[src/rtl/pc_gen_pkg.sv]
// Shared width/reset defaults plus the next-PC source encoding used by pc_gen.
`ifndef PC_GEN_DEFINES
`define PC_GEN_DEFINES
`define WORD_WIDTH    32
`define PC_RESET_VEC  0
`define RAS_DEPTH_DEF 4
`endif

package pc_gen_pkg;

    typedef enum logic [2:0] {
        SRC_REDIRECT,
        SRC_HOLD,
        SRC_CALL,
        SRC_RET_POP,
        SRC_RET_EMPTY,
        SRC_SEQ
    } pc_src_e;

    // A return with nothing on the stack falls through to sequential fetch.
    function automatic pc_src_e sel_src(input logic redirect,
                                        input logic stall,
                                        input logic call,
                                        input logic ret,
                                        input logic ras_empty);
        if (redirect)  return SRC_REDIRECT;
        if (stall)     return SRC_HOLD;
        if (call)      return SRC_CALL;
        if (ret)       return ras_empty ? SRC_RET_EMPTY : SRC_RET_POP;
        return SRC_SEQ;
    endfunction

endpackage

[src/rtl/pc_ras.sv]
// Circular return-address stack: a push when full overwrites the oldest entry.
module pc_ras #(
    parameter int WIDTH = `WORD_WIDTH,
    parameter int DEPTH = `RAS_DEPTH_DEF
) (
    input  logic             clk_i,
    input  logic             rst_ni,
    input  logic             push_i,
    input  logic             pop_i,
    input  logic [WIDTH-1:0] push_data_i,
    output logic [WIDTH-1:0] top_o,
    output logic             empty_o,
    output logic             full_o,
    output logic             ovf_o
);

    localparam int PW = $clog2(DEPTH);
    localparam int CW = PW + 1;

    logic [WIDTH-1:0] mem_q [DEPTH];
    logic [PW-1:0]    wp_q, wp_d;
    logic [CW-1:0]    cnt_q, cnt_d;

    assign empty_o = (cnt_q == '0);
    assign full_o  = (cnt_q == CW'(DEPTH));
    assign ovf_o   = push_i & full_o;
    assign top_o   = mem_q[wp_q - PW'(1)];

    always_comb begin
        wp_d  = wp_q;
        cnt_d = cnt_q;
        if (push_i) begin
            wp_d = wp_q + PW'(1);
            if (!full_o) cnt_d = cnt_q + CW'(1);
        end else if (pop_i && !empty_o) begin
            wp_d  = wp_q - PW'(1);
            cnt_d = cnt_q - CW'(1);
        end
    end

    always_ff @(posedge clk_i or negedge rst_ni) begin
        if (!rst_ni) begin
            wp_q  <= '0;
            cnt_q <= '0;
        end else begin
            wp_q  <= wp_d;
            cnt_q <= cnt_d;
        end
    end

    // Storage is never reset; the count alone decides what is valid.
    always_ff @(posedge clk_i) begin
        if (push_i) mem_q[wp_q] <= push_data_i;
    end

endmodule

[src/rtl/pc_gen.sv]
// Fetch PC generator: redirect > stall > call > ret > sequential, with a RAS.
module pc_gen
    import pc_gen_pkg::*;
#(
    parameter int               WIDTH     = `WORD_WIDTH,
    parameter logic [WIDTH-1:0] RESET_VEC = WIDTH'(`PC_RESET_VEC),
    parameter int               STEP      = 1,
    parameter int               RAS_DEPTH = `RAS_DEPTH_DEF
) (
    input  logic             CLK,
    input  logic             RST_N,
    input  logic             stall_i,
    input  logic             redirect_i,
    input  logic [WIDTH-1:0] redirect_pc_i,
    input  logic             call_i,
    input  logic             ret_i,
    input  logic [WIDTH-1:0] target_i,
    output logic [WIDTH-1:0] pc_o,
    output logic             pc_valid_o,
    output logic             ras_empty_o,
    output logic             ras_full_o,
    output logic             ras_ovf_o,
    output logic             ras_unf_o
);

    localparam logic [WIDTH-1:0] STEP_W = WIDTH'(STEP);

    logic [WIDTH-1:0] pc_q, pc_d, pc_seq, ras_top;
    logic             valid_q;
    logic             ovf_q, ovf_d, unf_q, unf_d;
    logic             push, pop, ras_empty, ras_full, ras_ovf;
    pc_src_e          src;

    assign pc_seq = pc_q + STEP_W;
    assign src    = sel_src(redirect_i, stall_i, call_i, ret_i, ras_empty);

    pc_ras #(
        .WIDTH (WIDTH),
        .DEPTH (RAS_DEPTH)
    ) u_ras (
        .clk_i       (CLK),
        .rst_ni      (RST_N),
        .push_i      (push),
        .pop_i       (pop),
        .push_data_i (pc_seq),
        .top_o       (ras_top),
        .empty_o     (ras_empty),
        .full_o      (ras_full),
        .ovf_o       (ras_ovf)
    );

    always_comb begin
        pc_d  = pc_q;
        push  = 1'b0;
        pop   = 1'b0;
        ovf_d = ovf_q | ras_ovf;
        unf_d = unf_q;
        case (src)
            SRC_REDIRECT:  pc_d = redirect_pc_i;
            SRC_HOLD:      pc_d = pc_q;
            SRC_CALL: begin
                push = 1'b1;
                pc_d = target_i;
            end
            SRC_RET_POP: begin
                pop  = 1'b1;
                pc_d = ras_top;
            end
            SRC_RET_EMPTY: begin
                pc_d  = pc_seq;
                unf_d = 1'b1;
            end
            SRC_SEQ:       pc_d = pc_seq;
            default:       pc_d = pc_q;
        endcase
    end

    always_ff @(posedge CLK or negedge RST_N) begin
        if (!RST_N) begin
            pc_q    <= RESET_VEC;
            valid_q <= 1'b0;
            ovf_q   <= 1'b0;
            unf_q   <= 1'b0;
        end else begin
            pc_q    <= pc_d;
            valid_q <= 1'b1;
            ovf_q   <= ovf_d;
            unf_q   <= unf_d;
        end
    end

    assign pc_o        = pc_q;
    assign pc_valid_o  = valid_q;
    assign ras_empty_o = ras_empty;
    assign ras_full_o  = ras_full;
    assign ras_ovf_o   = ovf_q;
    assign ras_unf_o   = unf_q;

endmodule

[config.mk]
export PLATFORM = sky130hd
export DESIGN_NAME = pc_gen
export DESIGN_NICKNAME = d
export VERILOG_FILES = /design/src/rtl/pc_gen_pkg.sv /design/src/rtl/pc_ras.sv /design/src/rtl/pc_gen.sv
export SDC_FILE = /design/constraint.sdc
export NUM_CORES = 1
export LEC_CHECK = 0
export BUFFER_PORTS_ARGS = -buffer_cell sky130_fd_sc_hd__clkbuf_2
export CORE_MARGIN = 4
export CORE_UTILIZATION = 58
export DETAILED_ROUTE_END_ITERATION = 8
export PLACE_DENSITY = 0.8
export SLEW_MARGIN = 40
export SYNTH_ARGS = -nofsm -noshare
export SYNTH_HDL_FRONTEND = slang
export SYNTH_HIERARCHICAL = 1
export SYNTH_SLANG_ARGS = --single-unit
[constraint.sdc]
create_clock -name CLK -period 3.36 [get_ports CLK]
set_clock_uncertainty 0.05 [all_clocks]
set_input_delay 0.168 -clock CLK [delete_from_list [all_inputs] [get_ports CLK]]
set_output_delay 0.168 -clock CLK [all_outputs]
set_load 0.02 [all_outputs]
### After elaboration in Yosys (flattened, before gate mapping)

Memories as Yosys holds them, arrays and structs flattened.
Cells that the tools add are included.

* $lt $le $gt $ge: 0
* multiplexer cells: 29
* multiply operators: 0
* divide/modulo/power cells: 0
* equal/unequal tests: 6
* add/subtract/negate cells: 5
* shift-type cells: 0
* reduce and logical (&&, ||, !) cells: 8
* bitwise gates (word level): 2

Operators with widths (count)
* $pmux W32 S4: 1
* $mux W3: 12
* $add A32 B1 Y32 const B: 1
* $mux W1: 14
* $eq A3 B3 Y1 const B: 3
* $eq A3 B2 Y1 const B: 2
* $logic_not A3 Y1: 2
* $mux W2: 2
* $reduce_bool A4 Y1: 1
* $add A3 B1 Y3 const B: 1
* $sub A3 B1 Y3 const B: 1
* $add A2 B1 Y2 const B: 1
* $ne A2 B2 Y1 const B: 1
* $reduce_and A2 Y1: 1
* $reduce_bool A2 Y1: 1
* $reduce_or A2 Y1: 1
* $sub A2 B1 Y2 const B: 1
* $and A1 B1 Y1: 1
* $logic_and A1 B1 Y1: 1
* $logic_not A1 Y1: 1
* $or A1 B1 Y1: 1

* logic and storage cells: 57
* output and inout bits: 37
* latch bits: 0
* input port bits: 70
* bits in read-only memories: 0
* bits in registers: 40
* memories kept: 1
* bits in writable memories: 128

Memory list
* u_ras.mem_q: depth 4, width 32, read ports 1, clocked after memory_dff 0, write ports 1, RTL line pc_ras.sv:20 `logic [WIDTH-1:0] mem_q [DEPTH];`

### Longest topological paths before layout

* depth in word-level cells: 16
* depth in mapped cells: 11
* depth with buffers taken out: 7

### Hierarchy

The synthesis kept the hierarchy.

Modules (own cells, without submodules)
* pc_ras: area each 5061.1 sq um, instances 1, sequential area each 3968.8 sq um, cells an instance 214
* pc_gen: area each 3281.9 sq um, instances 1, sequential area each 875.8 sq um, cells an instance 413

### Least setup slack after synthesis

OpenSTA, ideal clock, no wires.

* kind: register to register
* start point: register u_ras.cnt_q[2]
* end point: register u_ras.cnt_q[1]
* stages on the path, launching flop included: 10
* setup slack: 0.493 ns
* required time: 3.184 ns
* period minus slack after synthesis: 2.867 ns
* buffers on the path: 3
* data arrival time: 2.691 ns
* setup time: 0.126 ns
* path through: dfrtp_1 -> buf_2 -> nor3_1 -> clkbuf_1 -> nand2b_1 -> buf_2 -> nor3_1 -> nor2_1 -> mux2i_1 -> a21oi_1

* word-level cells in the longest chain between the ends: 12

Ends and longest elaborated chain
* start: declaration: RTL line pc_ras.sv:22 `logic [CW-1:0] cnt_q, cnt_d;`
* start signal: assignment: RTL line pc_ras.sv:47 `cnt_q <= cnt_d;`
* $logic_not A3 Y1: RTL line pc_ras.sv:24 `assign empty_o = (cnt_q == '0);`
* net ras_empty_o: RTL line pc_gen.sv:20 `output logic ras_empty_o,`
* $mux W3 (2 in a row): RTL line pc_gen_pkg.sv:29 `if (ret) return ras_empty ? SRC_RET_EMPTY : SRC_RET_POP;`
* $mux W3: RTL line pc_gen_pkg.sv:30 `return SRC_SEQ;`
* $mux W3: RTL line pc_gen_pkg.sv:29
* $mux W3: RTL line pc_gen_pkg.sv:28 `if (call) return SRC_CALL;`
* $mux W3: RTL line pc_gen_pkg.sv:27 `if (stall) return SRC_HOLD;`
* $eq A3 B2 Y1: RTL line pc_gen.sv:58 `case (src)`
* $mux W1: RTL line pc_gen.sv:58
* net pop: RTL line pc_gen.sv:31 `logic push, pop, ras_empty, ras_full, ras_ovf;`
* $logic_and A1 B1 Y1: RTL line pc_ras.sv:35 `end else if (pop_i && !empty_o) begin`
* $reduce_bool A2 Y1 (no line)
* $reduce_and A2 Y1 (no line)

The timed path passes the listed nets, and every way through them passes these cells.
A chain may end at the register's enable or synchronous reset.

### Final worst setup path

* start point: register u_ras.cnt_q[0]
* end point: register pc_q[6] (netlist: pc_o[6])

* word-level cells in the longest chain between the ends: 10

Ends and longest elaborated chain
* $logic_not A3 Y1 (*): RTL line pc_ras.sv:24
* $mux W3 (*) (2 in a row): RTL line pc_gen_pkg.sv:29
* $mux W3 (*): RTL line pc_gen_pkg.sv:30
* $mux W3 (*): RTL line pc_gen_pkg.sv:29
* $mux W3 (*): RTL line pc_gen_pkg.sv:28
* $mux W3 (*): RTL line pc_gen_pkg.sv:27
* $eq A3 B3 Y1: RTL line pc_gen.sv:58
* $reduce_or A2 Y1 (no line)
* $pmux W32 S4 / $reduce_bool A4 Y1 (equally long branches)
* end signal: assignment: RTL line pc_gen.sv:85 `pc_q <= pc_d;`
* end: declaration: RTL line pc_gen.sv:28 `logic [WIDTH-1:0] pc_q, pc_d, pc_seq, ras_top;`

Every way passes the cells marked *; elsewhere a longest branch is shown, timed or not.

==> reports/summary.md <==
### Status
- finished clean — status

### Logic synthesis
- 13.31 µm² — average cell area after synthesis
- 58.07% — portion of the post-synthesis area used by sequential elements
- edfxtp_1 — Yosys top cell by area
- 703 — total nets after synthesis
- 627 — synthesized netlist cell count
- 128 — number of enable flip-flop cells after synthesis
- 68 — count of different cell masters after synthesis
- 8343 µm² — netlist area before placement
- edfxtp_1 — dominant cell by count in the synthesized netlist
- 168 — post-synthesis register bit count
- edfxtp_1 46%, dfrtp_1 12%, mux4_2 7.8% — top cells by area, synth
- 46.07% — Synth top area share
- edfxtp_1 — Top FF cell, synth
- 23.81% — share of flip-flops with an asynchronous set or reset after synthesis
- 128 x edfxtp_1, 41 x nand2_1, 40 x dfrtp_1, 34 x nor2_1, 29 x mux4_2 — ranking of synthesized cells by instance count
- 6 — total of warnings raised by yosys

### Worst setup path
- flop — type of origin of the critical path
- 16 — maximum fanout encountered on the critical timing path
- flop — endpoint type of the worst setup path
- 3.67 ns — data required time of the critical path
- 3.18 ns — Worst Path Arrival
- 7 — reg2reg path depth
- reg2reg — startpoint-to-endpoint class of the critical path

### STA
- 0 — final hold viol count
- 40.02% — Max transition margin
- 0.8978 ns — transition time at the pin with the least slew margin
- 0.4900 ns — slack of the critical path
- no — unrepaired setup endpoints after global routing
- 0.01342 ns — worst hold slack across all endpoints
- 85.42% — Period Utilization, post-route
- 348.4 MHz — Peak Freq
- 2.870 ns — clock period minus final worst setup slack
- 0 — number of failing setup endpoints in the final timing report
- 0 ns — Total Negative Setup Slacks
- 0 — number of slew-limit violations in the final report

### Clock network
- yes — clock tree from TritonCTS
- 0 — post-CTS setup buffer count
- clkbuf_16 — library cell used as clock root buffer
- 17 — number of clock buffers inserted by TritonCTS
- 168 — clock sink total
- 0.43 ns — clock insertion delay at the later pin of the skew report
- 0 — Post-CTS Resized
- 4 — CTS H-Tree Depth
- 0.06 ns — clock edge transition at the registers on the reported setup and hold paths
- 2 — maximum clock insertion buffer count

### Final layout
- 938 — Post-Layout Cell Count
- 821 — number of nets in the layout
- 26.39% — share of post-route cells with drive strength above 1
- 0 — Ant. Diodes
- 16.90% — area grow syn2layout

### Place
- 0.7033 ns — Setup WS pre-CTS
- 106 — quantity of I/O buffers inserted on ports
- 892 — total placed cells including tap cells
- 14.18 mm — Detailed Place HPWL
- 0.8861 — last weighted congestion value of the routability-driven placer

### GRT
- 34.94 mm — wire length of the first global-routing pass
- 6419 — vias in the first global route
- 0 — remaining global-route overflow
- 0 — number of antenna violations at the first check in global routing
- 28.15% — overall routing resource usage
- 57 — maximum number of pins on one net before global-route repair

### Die
- 43 — floorplan row count
- 59.64% — starting density of the core
- 16370 µm² — die outline area
- 107 — io pins
- 13990 µm² — area of the core region
- 127.9 µm — die extent in y
- 127.9 µm — floorplan die width

### Worst hold path
- 3 — Hold Path Cell Cnt
- in2reg — worst hold path class

### Route
- 6.780 — average vias per placed instance
- 0 — DRC violation count after routing
- 22.29 mm — total detailed-routing wirelength
- 6 — First-pass DRT Iterations
- 1169 — starting DRC count in detailed routing
- 23.76 µm — mean routed wirelength per cell
- 6360 — total via count after detailed routing
- 0 — remaining antenna violation count after routing

### Power and ir drop
- 0.4425 mV — Worst VDD drop
- 3.568 nW — static leakage
- 691.2 nW/µm² — Power Density

### Run
- 0 — maximum capacitance violations

[cell type report]
| cell class | count | area [µm²] |
|---|---|---|
| clock buffers | 20 | 436.7 |
| clock inverters | 12 | 128.9 |
| fillers | 955 | 4235 |
| inverters | 19 | 71.32 |
| multi-input cells | 398 | 3217 |
| flip-flops and latches | 168 | 4846 |
| well taps | 180 | 225.2 |
| repair buffers | 141 | 828.3 |
[stage by stage]
stage                     instance area, µm²  util, %  total power, W
after floorplan                         8343        -        0.004287
after global placement                  9045    64.66        0.004763
after detailed placement                9047    64.68        0.004837
after CTS                               9753    69.72        0.006730
after global routing                    9753    69.72        0.007014
final                                   9753    69.72        0.006741
[cell usage in the layout, fill, tap and decap left out, drive strengths merged, types with 8 or more instances in the layout]
cell,count
dfrtp,40
a221oi,9
o22ai,23
a21oi,13
nor2,34
mux4,32
edfxtp,128
nor4,11
and2,22
nor3,18
nand4,9
o21ai,12
buf,21
clkbuf,126
inv,17
dlygate4sd3,14
nor4bb,16
nand2,41
a211oi,16
o32a,14
xnor2,18
nand3,16
xor2,11
clkinv,8
[worst paths after layout]
check	start	endpoint	slack (ns)
worst max-delay path	u_ras/cnt_q[0]	pc_o[6]	0.49
max in group asynchronous	RST_N	u_ras/wp_q[0]	2.25
worst max register to register	u_ras/cnt_q[0]	pc_o[6]	0.49
min in group asynchronous	RST_N	pc_o[5]	0.23
worst min register to register	ras_ovf_o	ras_ovf_o	0.42
worst min-delay path	target_i[5]	pc_o[5]	0.01
[layer usage]
| metal | GRT usage [%] | share of wire [%] | up-vias | wire length, µm |
|---|---|---|---|---|
| li1 | - | - | 2722 | - |
| met1 | 36.57 | 36 | 3098 | 8095 |
| met5 | 0 | 0 | - | 0 |
| met2 | 44.73 | 49 | 436 | 10910 |
| met4 | 14.48 | 4.9 | 0 | 1101 |
| met3 | 6.375 | 9.8 | 104 | 2180 |
[power by group]
group	internal, W	switching [W]
clock network	0.00109	0.000790
registers	0.00251	0.000231
logic	0.000945	0.00118
total	0.00454	0.00220
[worst max-delay path: stages, from the launching register on]
cell           delay, ns
dfrtp_1             0.48
nor3_2              0.26
buf_4               0.20
nand2b_1            0.60
nor2_1              0.10
a311o_1             0.34
a21oi_1             0.18
dlygate4sd3_1       0.57
[flip-flops by register name, summed over array words and instances (netlist names)]
name,cells
u_ras/cnt_q,3
pc_valid_o,1
u_ras/mem_q,128
ras_unf_o,1
ras_ovf_o,1
pc_o,32
u_ras/wp_q,2
[kinds of logic (layout without fill, tap and decap cells)]
| logic type | count (synthesis) | count (layout) | synth area share, % |
|---|---|---|---|
| other | 1 | 1 | 0.04495 |
| muxes | 37 | 37 | 9.373 |
| DFF | 168 | 168 | 58.07 |
| AOI/OAI and AO/OA | 123 | 123 | 10.92 |
| buffers and inverters | 61 | 192 | 3.599 |
| and+or+nand+nor | 202 | 202 | 13.96 |
| adders and majority gates | 6 | 6 | 0.9898 |
| xor gates and xnor gates | 29 | 29 | 3.044 |
[timing repair]
item,CTS,global route
setup endpoints to repair,0,0
hold endpoints to repair,30,0
hold buffers,14,0
Note: power is estimated with default switching activity, not from simulation.
